[config.mk]
export PLATFORM = sky130hd
export DESIGN_NAME = shtp_report_parser
export DESIGN_NICKNAME = d
export VERILOG_FILES = /design/src/rtl/shtp_report_parser.sv
export SDC_FILE = /design/constraint.sdc
export NUM_CORES = 1
export LEC_CHECK = 0
export CAP_MARGIN = 25
export CORE_UTILIZATION = 51
export DETAILED_ROUTE_END_ITERATION = 8
export PLACE_DENSITY = 0.81
export SYNTH_ARGS = -nofsm -noshare
export SYNTH_HDL_FRONTEND = slang
export SYNTH_SLANG_ARGS = --single-unit
[constraint.sdc]
create_clock -name clk -period 4.7 [get_ports clk]
set_input_delay 1.41 -clock clk [delete_from_list [all_inputs] [get_ports clk]]
set_output_delay 1.41 -clock clk [all_outputs]
set_load 0.05 [all_outputs]
[src/rtl/shtp_report_parser.sv]
// BNO08X SHTP packet/report parser: walks the sensor reports on CHANNEL and emits one record per forwarded report.
// Optional sequence-gap checking is enabled by defining SHTP_SEQ_CHECK_EN; otherwise seq_err is tied low.
module shtp_report_parser #(
  parameter logic [7:0]  CHANNEL  = 8'd3,
  parameter logic [15:0] FWD_MASK = 16'h0124,
  parameter int unsigned MAX_LEN  = 16
) (
  input  logic       clk,
  input  logic       rst,
  input  logic       frame_start,
  input  logic       frame_end,
  input  logic       byte_valid,
  input  logic [7:0] byte_data,
  output logic       data_ready,
  output logic [7:0] sensor_report_id,
  output logic [7:0] sensor_data [0:MAX_LEN-1],
  output logic [4:0] sensor_data_len,
  output logic       pkt_err,
  output logic       seq_err
);

  localparam int unsigned IW = $clog2(MAX_LEN);

  typedef enum logic [2:0] {S_IDLE, S_HDR, S_RPT_ID, S_RPT_BODY, S_SKIP} state_t;

  state_t      state, cur_st;
  logic [15:0] byte_cnt, cur_cnt, cnt_inc, pkt_len;
  logic [7:0]  chan, rpt_id;
  logic [4:0]  rpt_idx, rpt_len, id_len;
  logic [7:0]  shadow [0:MAX_LEN-1];
  logic        fwd, rpt_last, pkt_done, byte_leaves, pkt_open;

  // frame_start overrides the registered state so a same-cycle byte is header byte 0
  always_comb begin
    cur_st   = frame_start ? S_HDR : state;
    cur_cnt  = frame_start ? '0 : byte_cnt;
    cnt_inc  = cur_cnt + 16'd1;
    pkt_done = (cnt_inc == pkt_len);
    rpt_last = ((rpt_idx + 5'd1) == rpt_len);
    fwd      = (rpt_id[7:4] == 4'h0) && FWD_MASK[rpt_id[3:0]];
    case (byte_data)
      8'h01, 8'h02, 8'h03: id_len = 5'd10;
      8'h05:               id_len = 5'd14;
      8'h08:               id_len = 5'd12;
      8'hFA, 8'hFB:        id_len = 5'd5;
      default:             id_len = 5'd0;
    endcase
    // byte_leaves: this byte closes the packet (normally or by error), so a same-cycle frame_end is benign
    case (cur_st)
      S_HDR:      byte_leaves = (cur_cnt == 16'd3) && ((pkt_len <= 16'd4) || (chan != CHANNEL));
      S_RPT_ID:   byte_leaves = (id_len == 5'd0) || pkt_done;
      S_RPT_BODY: byte_leaves = pkt_done;
      default:    byte_leaves = 1'b0;
    endcase
    pkt_open = (cur_st == S_HDR) || (cur_st == S_RPT_ID) || (cur_st == S_RPT_BODY);
  end

  always_ff @(posedge clk) begin
    if (rst) begin
      state            <= S_IDLE;
      byte_cnt         <= '0;
      pkt_len          <= '0;
      chan             <= '0;
      rpt_id           <= '0;
      rpt_idx          <= '0;
      rpt_len          <= '0;
      data_ready       <= 1'b0;
      pkt_err          <= 1'b0;
      sensor_report_id <= '0;
      sensor_data_len  <= '0;
      for (int unsigned i = 0; i < MAX_LEN; i++) begin
        sensor_data[i] <= '0;
        shadow[i]      <= '0;
      end
    end else begin
      data_ready <= 1'b0;
      pkt_err    <= 1'b0;
      if (frame_start) begin
        state    <= S_HDR;
        byte_cnt <= '0;
      end
      if (byte_valid) begin
        case (cur_st)
          S_HDR: begin
            byte_cnt <= cnt_inc;
            case (cur_cnt[1:0])
              2'd0: pkt_len[7:0]  <= byte_data;
              2'd1: pkt_len[15:8] <= {1'b0, byte_data[6:0]};
              2'd2: chan          <= byte_data;
              2'd3: begin
                if (pkt_len < 16'd4) begin
                  pkt_err <= 1'b1;
                  state   <= S_SKIP;
                end else if (pkt_len == 16'd4) begin
                  state <= S_IDLE;
                end else if (chan != CHANNEL) begin
                  state <= S_SKIP;
                end else begin
                  state <= S_RPT_ID;
                end
              end
            endcase
          end
          S_RPT_ID: begin
            byte_cnt <= cnt_inc;
            if (id_len == 5'd0) begin
              pkt_err <= 1'b1;
              state   <= S_SKIP;
            end else if (pkt_done) begin
              pkt_err <= 1'b1;
              state   <= S_IDLE;
            end else begin
              shadow[0] <= byte_data;
              rpt_id    <= byte_data;
              rpt_len   <= id_len;
              rpt_idx   <= 5'd1;
              state     <= S_RPT_BODY;
            end
          end
          S_RPT_BODY: begin
            byte_cnt                <= cnt_inc;
            shadow[rpt_idx[IW-1:0]] <= byte_data;
            rpt_idx                 <= rpt_idx + 5'd1;
            if (rpt_last) begin
              if (fwd) begin
                for (int unsigned i = 0; i < MAX_LEN; i++) begin
                  if (i < 32'(rpt_idx))       sensor_data[i] <= shadow[i];
                  else if (i == 32'(rpt_idx)) sensor_data[i] <= byte_data;
                  else                        sensor_data[i] <= '0;
                end
                sensor_report_id <= rpt_id;
                sensor_data_len  <= rpt_len;
                data_ready       <= 1'b1;
              end
              state <= pkt_done ? S_IDLE : S_RPT_ID;
            end else if (pkt_done) begin
              pkt_err <= 1'b1;
              state   <= S_IDLE;
            end
          end
          default: ;
        endcase
      end
      if (frame_end && !frame_start) begin
        if (pkt_open && !(byte_valid && byte_leaves)) pkt_err <= 1'b1;
        state <= S_IDLE;
      end
    end
  end

`ifdef SHTP_SEQ_CHECK_EN
  logic [7:0] last_seq;
  logic       seq_vld;

  always_ff @(posedge clk) begin
    if (rst) begin
      last_seq <= '0;
      seq_vld  <= 1'b0;
      seq_err  <= 1'b0;
    end else begin
      seq_err <= 1'b0;
      if (byte_valid && (cur_st == S_HDR) && (cur_cnt == 16'd3) && (chan == CHANNEL)) begin
        seq_err  <= seq_vld && (byte_data != (last_seq + 8'd1));
        last_seq <= byte_data;
        seq_vld  <= 1'b1;
      end
    end
  end
`else
  assign seq_err = 1'b0;
`endif

endmodule
==> results of run 1 <==
-- final cells by class --
class / count / area, sq um
inverter: 10 / 37.5
fill: 2305 / 10400
sequential: 330 / 7890
tap: 378 / 473
clock buffer: 53 / 1020
clock inverter: 11 / 124
timing repair buffer: 190 / 1850
multi-input combinational: 1037 / 6240
-- cells in the mapped netlist (9+ instances only) --
master / number / area share [%]
xnor2_1: 30 / 1.8
mux2i_1: 23 / 1.6
and2_1: 133 / 5.7
clkbuf_1: 83 / 2.1
or2_2: 17 / 0.72
a311oi_1: 67 / 4.0
nand2b_1: 15 / 0.64
dfxtp_1: 202 / 27
o21ai_0: 17 / 0.58
edfxtp_1: 128 / 26
inv_1: 9 / 0.23
buf_4: 9 / 0.46
nor2_1: 194 / 4.9
a211oi_1: 66 / 3.4
nand3_1: 98 / 3.3
nor4_1: 13 / 0.55
nor2b_1: 15 / 0.64
xor2_1: 13 / 0.77
a22oi_1: 57 / 2.9
nor3_1: 30 / 1.0
a21oi_1: 39 / 1.3
nand2_1: 111 / 2.8
a21o_1: 11 / 0.56
buf_2: 24 / 0.82
nand4_1: 11 / 0.47
-- logic make-up (layout without fill, tap and decap cells) --
kind of cell | count (synthesis) | in the layout | synth area share [%]
simple gates | 675 | 675 | 23.1
flops | 330 | 330 | 53.6
compound gates | 286 | 286 | 14.5
buf+inv | 133 | 264 | 3.98
xor+xnor | 43 | 43 | 2.56
mux | 23 | 23 | 1.56
fa+ha+maj | 8 | 8 | 0.680
other cells | 1 | 2 | 0.0255
-- final timing paths --
path                                start                            end  slack (ns)
setup / recovery              frame_start         shadow[0][2]$_DFFE_PP_        0.49
hold / removal       chan[7]$_SDFFE_PP0P_           chan[7]$_SDFFE_PP0P_        0.45
setup reg to reg  rpt_idx[0]$_SDFFE_PP0P_  sensor_data[117]$_SDFFE_PP0P_        1.04
hold reg to reg      chan[7]$_SDFFE_PP0P_           chan[7]$_SDFFE_PP0P_        0.45
-- cell usage in the layout, fill, tap and decap left out, types with 8 or more instances in the layout --
| cell type | n |
|---|---|
| nand3_1 | 98 |
| or2_2 | 17 |
| clkbuf_1 | 11 |
| and2_1 | 133 |
| nand2_1 | 111 |
| inv_1 | 9 |
| a211oi_1 | 66 |
| nand4_1 | 11 |
| a21o_1 | 11 |
| a21oi_1 | 39 |
| a22oi_1 | 57 |
| clkdlybuf4s50_1 | 151 |
| nor2_1 | 194 |
| dfxtp_1 | 202 |
| a311oi_1 | 67 |
| nand2b_1 | 15 |
| o21ai_0 | 17 |
| clkbuf_16 | 36 |
| xnor2_1 | 30 |
| mux2i_1 | 23 |
| ha_1 | 8 |
| nor3_1 | 30 |
| nor4_1 | 13 |
| buf_4 | 30 |
| xor2_1 | 13 |
| edfxtp_1 | 128 |
| nor2b_1 | 15 |
-- worst max-delay path: cells and delay by family --
kind,cells,cell delay (ns)
AO/OA/AOI/OAI,1,0.38
buffers and inverters,2,0.64
XOR/XNOR,1,0.14
adder cells (fa/ha/maj),1,0.35
AND/OR/NAND/NOR,6,1.50
-- stage by stage --
stage / worst slack (ns) / hold WS, ns / area, sq um / utilization (%) / std cells
3_5_place_dp: 0.0205 / 0.447 / 16500 / 58.7 / 1943
6_report: 0.485 / 0.452 / 17600 / 62.8 / 2009
4_1_cts: 0.536 / 0.455 / 17600 / 62.7 / 2007
3_3_place_gp: 0.109 / 0.437 / 16500 / 58.7 / 1942
2_1_floorplan: 0.204 / 0.427 / 14700 / - / 1500
5_1_grt: 0.144 / 0.475 / 17600 / 62.8 / 2009
-- report_power, final --
part,total [W],switching (W),internal (W)
registers,0.00305,0.0000253,0.00302
logic,0.000222,0.000164,0.0000585
clock network,0.00273,0.00111,0.00162
-- flip-flops by register name (all words and copies together) (netlist names), named ones only --
| register | cells |
|---|---|
| pkt_err | 1 |
| chan | 8 |
| rpt_len | 4 |
| pkt_len | 15 |
| sensor_data | 128 |
| sensor_data_len | 4 |
| sensor_report_id | 8 |
| shadow | 128 |
| rpt_id | 8 |
| state | 3 |
| rpt_idx | 5 |
| data_ready | 1 |
| byte_cnt | 16 |
-- routing by layer --
layer	vias to the layer above	track usage, %	part of all wire, %
met5	-	0	0
li1	5603	-	-
met2	475	41.6	48
met3	92	4.19	7.1
met4	0	9.62	3.1
met1	5542	34.6	42
==> impl_metrics.py, run 1 <==
metrics = {
    "layout": {
        "diodes": 0,
        "syn_to_final_growth_pct": 19.9,
        "nets": 1625,
        "drive_above_1_share_pct": 7.42,
    },
    "synth": {
        "synth.cell_area_sq_mm": 0.0147,
        "ys_ff_latch": 330,
        "synth-edff-count": 128,
        "yosysSeqAreaShare_pct": 53.6,
        "synth_area_per_cell_sq_um": 9.81,
        "synthFlopType": "dfxtp_1",
        "yosys_warnings": 0,
        "synth-async-reset-ratio_pct": 0,
        "ys_types": 70,
        "netlist_instances": 1499,
    },
    "sta": {
        "period_minus_slack_ns": 4.21,
        "timing.fmax_mhz": 237,
        "slew_headroom_pct": 34.6,
        "finalSetupTns_ns": 0,
        "setup_violations": 0,
        "final.setup_skew_ns": 0.0153,
        "grt_setup_unrepaired": "false",
        "fin_crit_sh_pct": 89.7,
        "hold_viol_final": 0,
        "worst-slew-pin-transition_ns": 0.981,
        "slew_violations": 0,
    },
    "die": {
        "core.rowCount": 61,
        "die_x_um": 172,
        "die-height_um": 172,
        "core_sq_mm": 0.0281,
        "start_util_pct": 52.4,
        "dieArea_sq_mm": 0.0295,
        "io_pins": 157,
    },
    "clock_tree": {
        "cts.clk_slew.worst_paths_ns": 0.06,
        "clock_path_buffers": 3,
        "numClockSinks": 330,
        "cts-buffers-inserted": 35,
        "cts_tree": "done",
        "cts_resized": 0,
        "clockRootBuffer": "clkbuf_16",
        "insertion_delay_ns": 0.52,
        "cts-hold-fix-buffers": 0,
        "cts_setup_buffers": 0,
        "h-tree-depth": 2,
    },
    "setup_path": {
        "max_stage_delay_ns": 0.51,
        "worst-setup-path-type": "in -> reg",
        "crit_required_ns": 4.91,
        "cp_max_fo": 8,
        "r2r_cells": 8,
        "cp_cell_sequence": "clkdlybuf4s50_1, nor2b_1, inv_1, ha_1, xnor2_1, nor3_1, nor4b_1, nand4_1, o41ai_4, and2b_1, nand2b_1",
        "worstSetupEndpointType": "register",
        "cp.arrival_ns": 4.43,
        "crit_slowest_cell": "clkdlybuf4s50_1",
        "worstSetupStartpointType": "primary input",
    },
    "worst_hold_path": {
        "whs_path_depth": 2,
        "min_path_type": "reg -> reg",
    },
    "place": {
        "gp_congestion": 0.886,
        "port_buffers": 154,
        "dp_hpwl_um": 24700,
    },
    "route": {
        "viasPerCell": 5.83,
        "drt_first_iter_violations": 1248,
        "remaining_drc_errors": 0,
        "first_pass_iters": 5,
        "antenna_left": 0,
        "wl_per_cell_um": 18.9,
        "via_count": 11712,
        "drt_wl_total_um": 38000,
    },
    "global_routing": {
        "grt_pass1_vias": 10934,
        "grt_max_degree": 143,
        "grt_antenna_before_repair": 0,
        "gr-total-overflow": 0,
        "grt_usage_pct": 25.7,
        "grt_pass1_wl_um": 59200,
    },
    "power_and_ir_drop": {
        "p_leak_nw": 5.69,
        "total_power_w": 0.00600,
        "p_per_area_mw_per_mm2": 340,
        "ir_drop_mv": 0.272,
    },
    "flow_run": {
        "maxCapViolCount": 0,
    },
    "outcome": {
        "outcome": "finished clean",
    },
}
(Power assumes the default switching activity.)
==> run 2, diff against run 1 <==
Settings changed: CTS_BUF_LIST from default to sky130_fd_sc_hd__clkbuf_8.
==> impl_metrics.py, run 2 (synthesis results as in run 1) <==
metrics = {
    "setup_path": {
        "max_stage_delay_ns": 0.51,
        "cp_max_fo": 8,
        "cp.arrival_ns": 4.39,
        "worstSetupEndpointType": "register",
        "crit_family": "simple AND/OR/NAND/NOR gates",
        "crit_buf_inv": 2,
        "r2r_cells": 8,
        "crit_required_ns": 4.98,
        "cp_cell_sequence": "clkdlybuf4s50_1, nor2b_1, inv_1, ha_1, xnor2_1, nor3_1, nor4b_1, nand4_1, o41ai_4, and2b_1, nand2b_1",
        "critical_path_depth": 11,
        "worst-setup-path-type": "in -> reg",
        "worstSetupStartpointType": "primary input",
        "crit_slowest_cell": "clkdlybuf4s50_1",
    },
    "clock_tree": {
        "cts.clk_slew.worst_paths_ns": 0.06,
        "cts-buffers-inserted": 52,
        "cts_setup_buffers": 0,
        "cts-hold-fix-buffers": 0,
        "insertion_delay_ns": 0.59,
        "numClockSinks": 330,
        "h-tree-depth": 2,
        "cts_tree": "done",
        "cts_resized": 0,
        "clock_path_buffers": 3,
        "clockRootBuffer": "clkbuf_8",
    },
    "power_and_ir_drop": {
        "clkPwrFrac_pct": 42.2,
        "seq_power_share_pct": 53.9,
        "p_int_w": 0.00436,
        "ir_drop_mv": 0.203,
        "p_comb_share_pct": 3.9,
        "netSwitchingPower_w": 0.00130,
        "p_per_area_mw_per_mm2": 323,
        "p_leak_nw": 5.75,
        "total_power_w": 0.00566,
        "switching_share_pct": 23.0,
    },
    "die": {
        "core_sq_mm": 0.0281,
        "io_pins": 157,
        "core.rowCount": 61,
        "start_util_pct": 52.4,
        "die-height_um": 172,
        "dieArea_sq_mm": 0.0295,
        "die_x_um": 172,
    },
    "route": {
        "via_count": 11849,
        "viasPerCell": 5.80,
        "drt_first_iter_violations": 1302,
        "remaining_drc_errors": 0,
        "first_pass_iters": 5,
        "antenna_left": 0,
        "drt_wl_total_um": 37900,
        "wl_per_cell_um": 18.6,
    },
    "layout": {
        "diodes": 0,
        "final_common_cell": "dfxtp_1",
        "nets": 1642,
        "syn_to_final_growth_pct": 19.2,
        "drive_above_1_share_pct": 8.53,
        "register_area_sq_mm": 0.00789,
        "layout_common_cells": "dfxtp_1, nor2_1, clkdlybuf4s50_1",
        "fin_area_sq_mm": 0.0175,
        "multi_input_area_sq_mm": 0.00624,
        "biggestRegsByFlops": "sensor_data: 128 flops, shadow: 128 flops, byte_cnt: 16 flops",
        "fillCellCount": 2327,
    },
    "global_routing": {
        "grt_usage_pct": 25.7,
        "grt_antenna_before_repair": 0,
        "grt_pass1_wl_um": 59400,
        "grt_pass1_vias": 11010,
        "grt_max_degree": 143,
        "gr-total-overflow": 0,
    },
    "sta": {
        "period_minus_slack_ns": 4.10,
        "worst-slew-pin-transition_ns": 0.983,
        "slew_headroom_pct": 34.5,
        "finalSetupTns_ns": 0,
        "grt_setup_unrepaired": "false",
        "final.setup_skew_ns": 0.0192,
        "hold_viol_final": 0,
        "whs_ns": 0.454,
        "slew_violations": 0,
        "setup_violations": 0,
        "timing.fmax_mhz": 244,
        "fin_crit_sh_pct": 87.3,
    },
    "place": {
        "dp_hpwl_um": 24700,
        "place_area_sq_mm": 0.0165,
        "gp_congestion": 0.886,
        "port_buffers": 154,
    },
    "outcome": {
        "outcome": "finished clean",
    },
    "worst_hold_path": {
        "whs_path_depth": 2,
        "min_path_type": "reg -> reg",
    },
    "flow_run": {
        "maxCapViolCount": 0,
    },
}
==> run 2: changes by cell type in the layout (fill, tap and decap cells not counted) <==
cell,before,now
clkbuf_16,36,0
clkinv_4,1,0
inv_4,1,0
clkbuf_1,11,0
clkinv_2,4,7
bufinv_16,2,1
inv_1,9,30
clkinv_1,2,4
clkbuf_8,5,63
clkbuf_4,3,2
==> run 2: layout make-up <==
type,instances,area share [%]
flip-flops and latches,330,45.0
clock inverters,34,1.03
clock buffers,63,4.94
multi-input cells,1037,35.6
repair buffers,190,10.6
well taps,378,2.70
inverters,10,0.214
==> run 2: worst reg2reg max path, delay by kind of cell, from the launching register on <==
kind,cells,cell delay [ns]
AO/OA/AOI/OAI,2,0.79
XOR/XNOR,1,0.20
buffers and inverters,1,0.40
flip-flops,1,0.73
AND/OR/NAND/NOR,4,1.38
==> run 2: power groups by stage <==
| stage | registers, W | clock network, W | logic [W] |
|---|---|---|---|
| 5_1_grt | 0.00305 | 0.00255 | 0.000239 |
| 6_report | 0.00305 | 0.00239 | 0.000221 |
| 3_3_place_gp | 0.00311 | 0 | 0.000216 |
| 4_1_cts | 0.00305 | 0.00243 | 0.000219 |
| 2_1_floorplan | 0.00310 | 0 | 0.000146 |
| 3_5_place_dp | 0.00311 | 0 | 0.000218 |
==> run 2: final timing paths <==
check / start / to / slack [ns]
max: frame_start / shadow[0][5]$_DFFE_PP_ / 0.60
min: chan[7]$_SDFFE_PP0P_ / chan[7]$_SDFFE_PP0P_ / 0.45
max reg2reg: rpt_idx[0]$_SDFFE_PP0P_ / sensor_data[26]$_SDFFE_PP0P_ / 1.12
min reg2reg: chan[7]$_SDFFE_PP0P_ / chan[7]$_SDFFE_PP0P_ / 0.45
==> run 2: routing by layer <==
metal | vias to the layer above | share of wire, % | track usage [%]
li1 | 5656 | - | -
met2 | 469 | 48 | 41.5
met3 | 68 | 6.8 | 4.12
met5 | - | 0 | 0
met1 | 5656 | 43 | 34.7
met4 | 0 | 2.6 | 10.0
==> run 2: stage by stage <==
stage                     instances  setup WS, ns  util, %
after global routing           2042         0.247     62.5
after CTS                      2040         0.630     62.4
after global placement         1942         0.109     58.7
after detailed placement       1943        0.0205     58.7
after floorplan                1500         0.204        -
final                          2042         0.597     62.5
